--- src/rtl/branch_target_predictor_if.sv ---
// Fetch/resolution bundle between the branch unit, the predictor and fetch.
// The master drives fetch PCs and resolutions; the slave returns predictions and perf counts.
interface branch_target_predictor_if;
    logic [31:0] fetch_pc;
    logic        predict_hit;
    logic        predict_taken;
    logic [31:0] predict_pc;
    logic        update_btb;
    logic [31:0] update_pc;
    logic [31:0] branch_target;
    logic        branch_outcome;
    logic        misprediction;
    logic [31:0] mispredict_count;
    logic [31:0] branch_count;

    modport master (
        output fetch_pc, update_btb, update_pc, branch_target, branch_outcome, misprediction,
        input  predict_hit, predict_taken, predict_pc, mispredict_count, branch_count
    );

    modport slave (
        input  fetch_pc, update_btb, update_pc, branch_target, branch_outcome, misprediction,
        output predict_hit, predict_taken, predict_pc, mispredict_count, branch_count
    );
endinterface

--- src/rtl/branch_target_predictor.sv ---
// Direct-mapped BTB with a 2-bit saturating direction counter per entry.
// Prediction is combinational from pre-update state; training lands on the next rising edge.
module branch_target_predictor #(
    parameter int ENTRIES = 16,
    parameter int IDX_W   = $clog2(ENTRIES),
    parameter int TAG_W   = 30 - IDX_W
) (
    input logic CLK,
    input logic RST,
    branch_target_predictor_if.slave bus
);
    localparam logic [1:0] CTR_SNT = 2'b00;
    localparam logic [1:0] CTR_WNT = 2'b01;
    localparam logic [1:0] CTR_WT  = 2'b10;
    localparam logic [1:0] CTR_ST  = 2'b11;

    logic [IDX_W-1:0] fetch_idx;
    logic [TAG_W-1:0] fetch_tag;
    logic [IDX_W-1:0] upd_idx;
    logic [TAG_W-1:0] upd_tag;

    assign fetch_idx = bus.fetch_pc[IDX_W+1:2];
    assign fetch_tag = bus.fetch_pc[31:IDX_W+2];
    assign upd_idx   = bus.update_pc[IDX_W+1:2];
    assign upd_tag   = bus.update_pc[31:IDX_W+2];

    // Byte-offset bits carry no information for word-aligned fetch.
    logic unused_pc_low;
    assign unused_pc_low = ^{bus.fetch_pc[1:0], bus.update_pc[1:0]};

    logic             valid_arr  [ENTRIES];
    logic [TAG_W-1:0] tag_arr    [ENTRIES];
    logic [31:0]      target_arr [ENTRIES];
    logic [1:0]       ctr_arr    [ENTRIES];

    genvar gi;
    generate
        for (gi = 0; gi < ENTRIES; gi++) begin : g_entry
            logic             valid_reg;
            logic [TAG_W-1:0] tag_reg;
            logic [31:0]      target_reg;
            logic [1:0]       ctr_reg;
            logic             sel;
            logic             upd_hit;

            assign sel     = bus.update_btb && (upd_idx == IDX_W'(gi));
            assign upd_hit = valid_reg && (tag_reg == upd_tag);

            always_ff @(posedge CLK) begin
                if (RST) begin
                    valid_reg  <= 1'b0;
                    tag_reg    <= '0;
                    target_reg <= '0;
                    ctr_reg    <= CTR_WNT;
                end else if (sel) begin
                    if (upd_hit) begin
                        if (bus.branch_outcome) begin
                            ctr_reg    <= (ctr_reg == CTR_ST) ? CTR_ST : ctr_reg + 2'd1;
                            target_reg <= bus.branch_target;
                        end else begin
                            ctr_reg <= (ctr_reg == CTR_SNT) ? CTR_SNT : ctr_reg - 2'd1;
                        end
                    end else if (bus.branch_outcome) begin
                        // Taken miss evicts whatever occupies this slot.
                        valid_reg  <= 1'b1;
                        tag_reg    <= upd_tag;
                        target_reg <= bus.branch_target;
                        ctr_reg    <= CTR_WT;
                    end
                end
            end

            assign valid_arr[gi]  = valid_reg;
            assign tag_arr[gi]    = tag_reg;
            assign target_arr[gi] = target_reg;
            assign ctr_arr[gi]    = ctr_reg;
        end
    endgenerate

    logic hit;
    logic taken;

    assign hit               = valid_arr[fetch_idx] && (tag_arr[fetch_idx] == fetch_tag);
    assign taken             = hit && ctr_arr[fetch_idx][1];
    assign bus.predict_hit   = hit;
    assign bus.predict_taken = taken;
    assign bus.predict_pc    = taken ? target_arr[fetch_idx] : bus.fetch_pc + 32'd4;

    logic [31:0] branch_count_reg;
    logic [31:0] mispredict_count_reg;

    always_ff @(posedge CLK) begin
        if (RST) begin
            branch_count_reg     <= '0;
            mispredict_count_reg <= '0;
        end else if (bus.update_btb) begin
            if (branch_count_reg != 32'hFFFF_FFFF)
                branch_count_reg <= branch_count_reg + 32'd1;
            if (bus.misprediction && (mispredict_count_reg != 32'hFFFF_FFFF))
                mispredict_count_reg <= mispredict_count_reg + 32'd1;
        end
    end

    assign bus.branch_count     = branch_count_reg;
    assign bus.mispredict_count = mispredict_count_reg;
endmodule

--- src/flat_wrapper.sv ---
// flat-port wrapper written by rule: the top's interface ports become plain ports
module branch_target_predictor_flat 
#(
    parameter int ENTRIES = 16,
    parameter int IDX_W   = $clog2(ENTRIES),
    parameter int TAG_W   = 30 - IDX_W
)
  (CLK, RST, bus_fetch_pc, bus_update_btb, bus_update_pc, bus_branch_target, bus_branch_outcome, bus_misprediction, bus_predict_hit, bus_predict_taken, bus_predict_pc, bus_mispredict_count, bus_branch_count);
  branch_target_predictor_if bus_i ();
  input logic CLK;
  input logic RST;
  input wire logic [$bits(bus_i.fetch_pc)-1:0] bus_fetch_pc;
  input wire logic [$bits(bus_i.update_btb)-1:0] bus_update_btb;
  input wire logic [$bits(bus_i.update_pc)-1:0] bus_update_pc;
  input wire logic [$bits(bus_i.branch_target)-1:0] bus_branch_target;
  input wire logic [$bits(bus_i.branch_outcome)-1:0] bus_branch_outcome;
  input wire logic [$bits(bus_i.misprediction)-1:0] bus_misprediction;
  output wire logic [$bits(bus_i.predict_hit)-1:0] bus_predict_hit;
  output wire logic [$bits(bus_i.predict_taken)-1:0] bus_predict_taken;
  output wire logic [$bits(bus_i.predict_pc)-1:0] bus_predict_pc;
  output wire logic [$bits(bus_i.mispredict_count)-1:0] bus_mispredict_count;
  output wire logic [$bits(bus_i.branch_count)-1:0] bus_branch_count;
  assign bus_i.fetch_pc = bus_fetch_pc;
  assign bus_i.update_btb = bus_update_btb;
  assign bus_i.update_pc = bus_update_pc;
  assign bus_i.branch_target = bus_branch_target;
  assign bus_i.branch_outcome = bus_branch_outcome;
  assign bus_i.misprediction = bus_misprediction;
  assign bus_predict_hit = bus_i.predict_hit;
  assign bus_predict_taken = bus_i.predict_taken;
  assign bus_predict_pc = bus_i.predict_pc;
  assign bus_mispredict_count = bus_i.mispredict_count;
  assign bus_branch_count = bus_i.branch_count;
  branch_target_predictor #(.ENTRIES(ENTRIES), .IDX_W(IDX_W), .TAG_W(TAG_W)) u_core (.CLK(CLK), .RST(RST), .bus(bus_i));
endmodule
--- config.mk ---
export PLATFORM = sky130hd
export DESIGN_NAME = branch_target_predictor_flat
export DESIGN_NICKNAME = d
export VERILOG_FILES = /design/src/rtl/branch_target_predictor_if.sv /design/src/rtl/branch_target_predictor.sv /design/src/flat_wrapper.sv
export SDC_FILE = /design/constraint.sdc
export NUM_CORES = 2
export LEC_CHECK = 0
export ABC_AREA = 1
export CORE_AREA = 2 2 333 335
export CTS_CLUSTER_SIZE = 12
export DETAILED_ROUTE_END_ITERATION = 8
export DIE_AREA = 0 0 335 337
export HOLD_SLACK_MARGIN = 0.12
export PLACE_DENSITY = 0.67
export SYNTH_ARGS = -nofsm -noshare
export SYNTH_HDL_FRONTEND = slang
export SYNTH_SLANG_ARGS = --single-unit
export TNS_END_PERCENT = 100
--- constraint.sdc ---
create_clock -name CLK -period 4.8 [get_ports CLK]
set_clock_uncertainty 0.2 [all_clocks]
set_input_delay 1.2 -clock CLK [delete_from_list [all_inputs] [get_ports CLK]]
set_output_delay 1.2 -clock CLK [all_outputs]
set_load 0.005 [all_outputs]
==> impl_metrics.yaml <==
sta:
  relSlewSlack: 0.250
  fin_crit_sh: 1.12
  min_period_ns: 5.36
  worstMarginPinSlew_ns: 1.12
  rsz0062_at_grt: "true"
  worst_slack_ns: -0.556
  holdWs_ns: 0.249
  setup_viol: 34
  fmax_mhz: 187
  timing.setup.tns_ns: -15.79
  hold_viol: 0
  slew_violations: 0
flow_run:
  maxCapViolations: 0
synthesis:
  syn_area_sq_mm: 0.0542
  synth_edf_count: 0
  synth_area_leaders: "dfxtp_1 (38%), o21ai_0 (12%), nand2_1 (9.0%)"
  yosysMostFrequentCell: "o21ai_0"
  synth_top_family_by_area: "simple AND/OR/NAND/NOR gates"
  ys.flop_type: "dfxtp_1"
  synth_common_cells: "o21ai_0 (1305), nand2_1 (1301), nor2_1 (1139)"
  synthArstFlopShare: 0
  yosys_register_bits: 1040
  synth_top_area_cell: "dfxtp_1"
  synthesis.nets: 8405
  postSynthCellCount: 8301
  synthAdderAreaFrac: 0.000692
  yosysWarnings: 0
  synth_top_area_frac: 0.384
  synth-seq-area-share: 0.384
  synthXorXnorAreaFrac: 0.0276
  ys_types: 51
  synth_compound_area_frac: 0.236
  avgSynthCellArea_sq_um: 6.53
  yosys.area_share.simple: 0.243
  synth_mux_area_frac: 0
worst_setup_path:
  crit_arrival_ns: 3.96
  reg2reg_depth: 11
  criticalPathCategory: "input port to output port"
  end_kind: "output port"
  r2r_setup_slack_ns: 1.73
  path_max_fanout: 7
  critPathLaunchType: "input port"
  worstReg2RegEnd: "u_core.g_entry[0].tag_reg[2]$_SDFFE_PP0P_"
  r2r_start: "u_core.g_entry[0].tag_reg[3]$_SDFFE_PP0P_"
  required_ns: 3.40
clock_tree:
  clk_pin_slew_ns: 0.06
  clk_latency_ns: 0.74
  numCtsBuffers: 114
  postCtsHoldBufs: 0
  cts_tree: "yes"
  cts_sinks: 1040
  clk_path_buf_depth: 3
  htreeDepth: 3
  cts-root-buf: "clkbuf_16"
global_routing:
  met2_usage: 0.596
  grt_max_degree: 130
  groute.usage.overall: 0.393
  grt_pass1_wl_mm: 338
  grt_use_met3: 0.0926
  grt-busiest-layer: "met2"
  overflow: 0
  met1_usage: 0.520
  antenna_found_initial: 17
  grt_pass1_vias: 53099
floorplan:
  coreArea_sq_mm: 0.110
  start_util: 0.495
  die_w_um: 335
  die_y_um: 337
  ios: 199
  fp.dieArea_sq_mm: 0.113
  num_rows: 122
detailed_routing:
  vias_per_cell: 5.97
  wl_per_cell_um: 23.2
  drt_iter0_drc: 7895
  ant_nets: 0
  routed_wl_mm: 233
  drcViolationCount: 0
  drt_pass1_iterations: 8
  vias: 59969
cells_and_area:
  final_area_sq_mm: 0.0661
  n_fill_cell: 10328
  drive_above_1_share: 0.127
  largest_reg_flops: 512
  fin_cells: 10040
  synthToLayoutAreaGrowth_pct: 22.0
  fin_nets: 8614
place:
  place.gp.congestion: 0.999
  place_inst: 9746
  placement.io_buffers: 196
  post-dp-hpwl_mm: 155
  place_area_sq_mm: 0.0597
min_path:
  whs_path_depth: 2
  min_to: "u_core.g_entry[9].target_reg[16]$_SDFFE_PP0P_"
  worstHoldStart: "u_core.g_entry[9].target_reg[16]$_SDFFE_PP0P_"
  min_path_type: "register to register"
status:
  violations: "negative setup slack"
  status: "finished with violations"
power:
  pwr_density_cell_mw_per_mm2: 316
  irDropWorstVdd_uv: 282
  p_leak_nw: 27.2
  power.total_mw: 20.9
## cells by family after synthesis
logic type	count (synthesis)
buffers and inverters	1473
AND/OR/NAND/NOR	3178
XOR/XNOR	171
flip-flops	1040
AO/OA/AOI/OAI	2436
adder cells (fa/ha/maj)	3
## repair_timing
item	in CTS	in global routing
setup endpoints to repair	34	34
buffers inserted	35	20
cloned	18	3
pin swaps	63	98
resized for setup	348	233
## stage by stage
| stage | utilization | setup WS (ns) |
|---|---|---|
| after floorplan | - | 0.438 |
| after CTS | 0.595 | -0.680 |
| after global routing | 0.603 | -0.600 |
| final | 0.603 | -0.556 |
| after detailed placement | 0.545 | -1.21 |
| after global placement | 0.545 | -1.22 |
## worst max-delay path by stage
stage,startpoint,to,slack [ns],depth (start not counted)
after global routing,bus_fetch_pc[2],bus_predict_pc[27],-0.60,25
after detailed placement,bus_fetch_pc[5],bus_predict_pc[4],-1.21,20
final,bus_fetch_pc[2],bus_predict_pc[7],-0.56,24
after floorplan,bus_fetch_pc[3],bus_predict_pc[29],0.44,14
after CTS,bus_fetch_pc[2],bus_predict_pc[9],-0.68,24
after global placement,bus_fetch_pc[5],bus_predict_pc[4],-1.22,20
## cell type report
class                   count  area [sq um]  area share
diodes                      9          22.5    0.000341
clock buffers             170          3360      0.0509
repair inverters            1          8.76    0.000132
well taps                1426          1780      0.0270
flip-flops and latches   1040         20800       0.315
multi-input cells        5788         28800       0.435
inverters                 834          3230      0.0488
repair buffers            731          7560       0.114
clock inverters            41           536     0.00810
## metal layers
layer	part of all wire	wire [um]
met4	0.057	13300
met5	0.000082	19
met1	0.40	92300
met3	0.12	27000
met2	0.43	100000
## critical path: stages
cell and delay, ns:
buf_16 0.16, clkinv_16 0.11, buf_16 0.18, buf_12 0.15, buf_12 0.14, nand2_4 0.05
nand3_2 0.07, nand2_2 0.11, nand2_2 0.08, nand2_4 0.13, clkinv_4 0.08, nand3_4 0.09
nand2_2 0.05, inv_1 0.05, nand2_1 0.05, nor2_2 0.15, nand2_2 0.08, nor2_4 0.15
nand3_4 0.14, clkbuf_16 0.19, buf_12 0.13, buf_6 0.12, o21ai_4 0.15, buf_2 0.13
## where the power goes
part | internal, mW | switching, mW | leakage [nW]
sequential | 8.74 | 0.0616 | 8.39
combinational | 0.965 | 1.87 | 16.9
clock | 5.34 | 3.90 | 1.92
## layout by cell type, fill, tap and decap left out, types with 16 or more instances in the layout
master and count:
a211oi_1 25, a21oi_1 842, buf_12 77, buf_16 19, buf_2 17, buf_4 389, buf_6 46, clkbuf_1 27
clkbuf_16 119, clkbuf_8 28, clkdlybuf4s50_1 155, clkinv_2 26, dfxtp_1 1040, inv_1 767, inv_2 39, nand2_1 1156
nand2_2 115, nand2_4 27, nand3_1 344, nand3_2 75, nand4_1 106, nor2_1 1111, nor2_4 16, nor3_1 107
nor4_1 45, o2111ai_1 31, o211ai_1 69, o21ai_0 1298, o22ai_1 106, xnor2_1 33, xor2_1 137
Power figures use the tool's default switching activity.
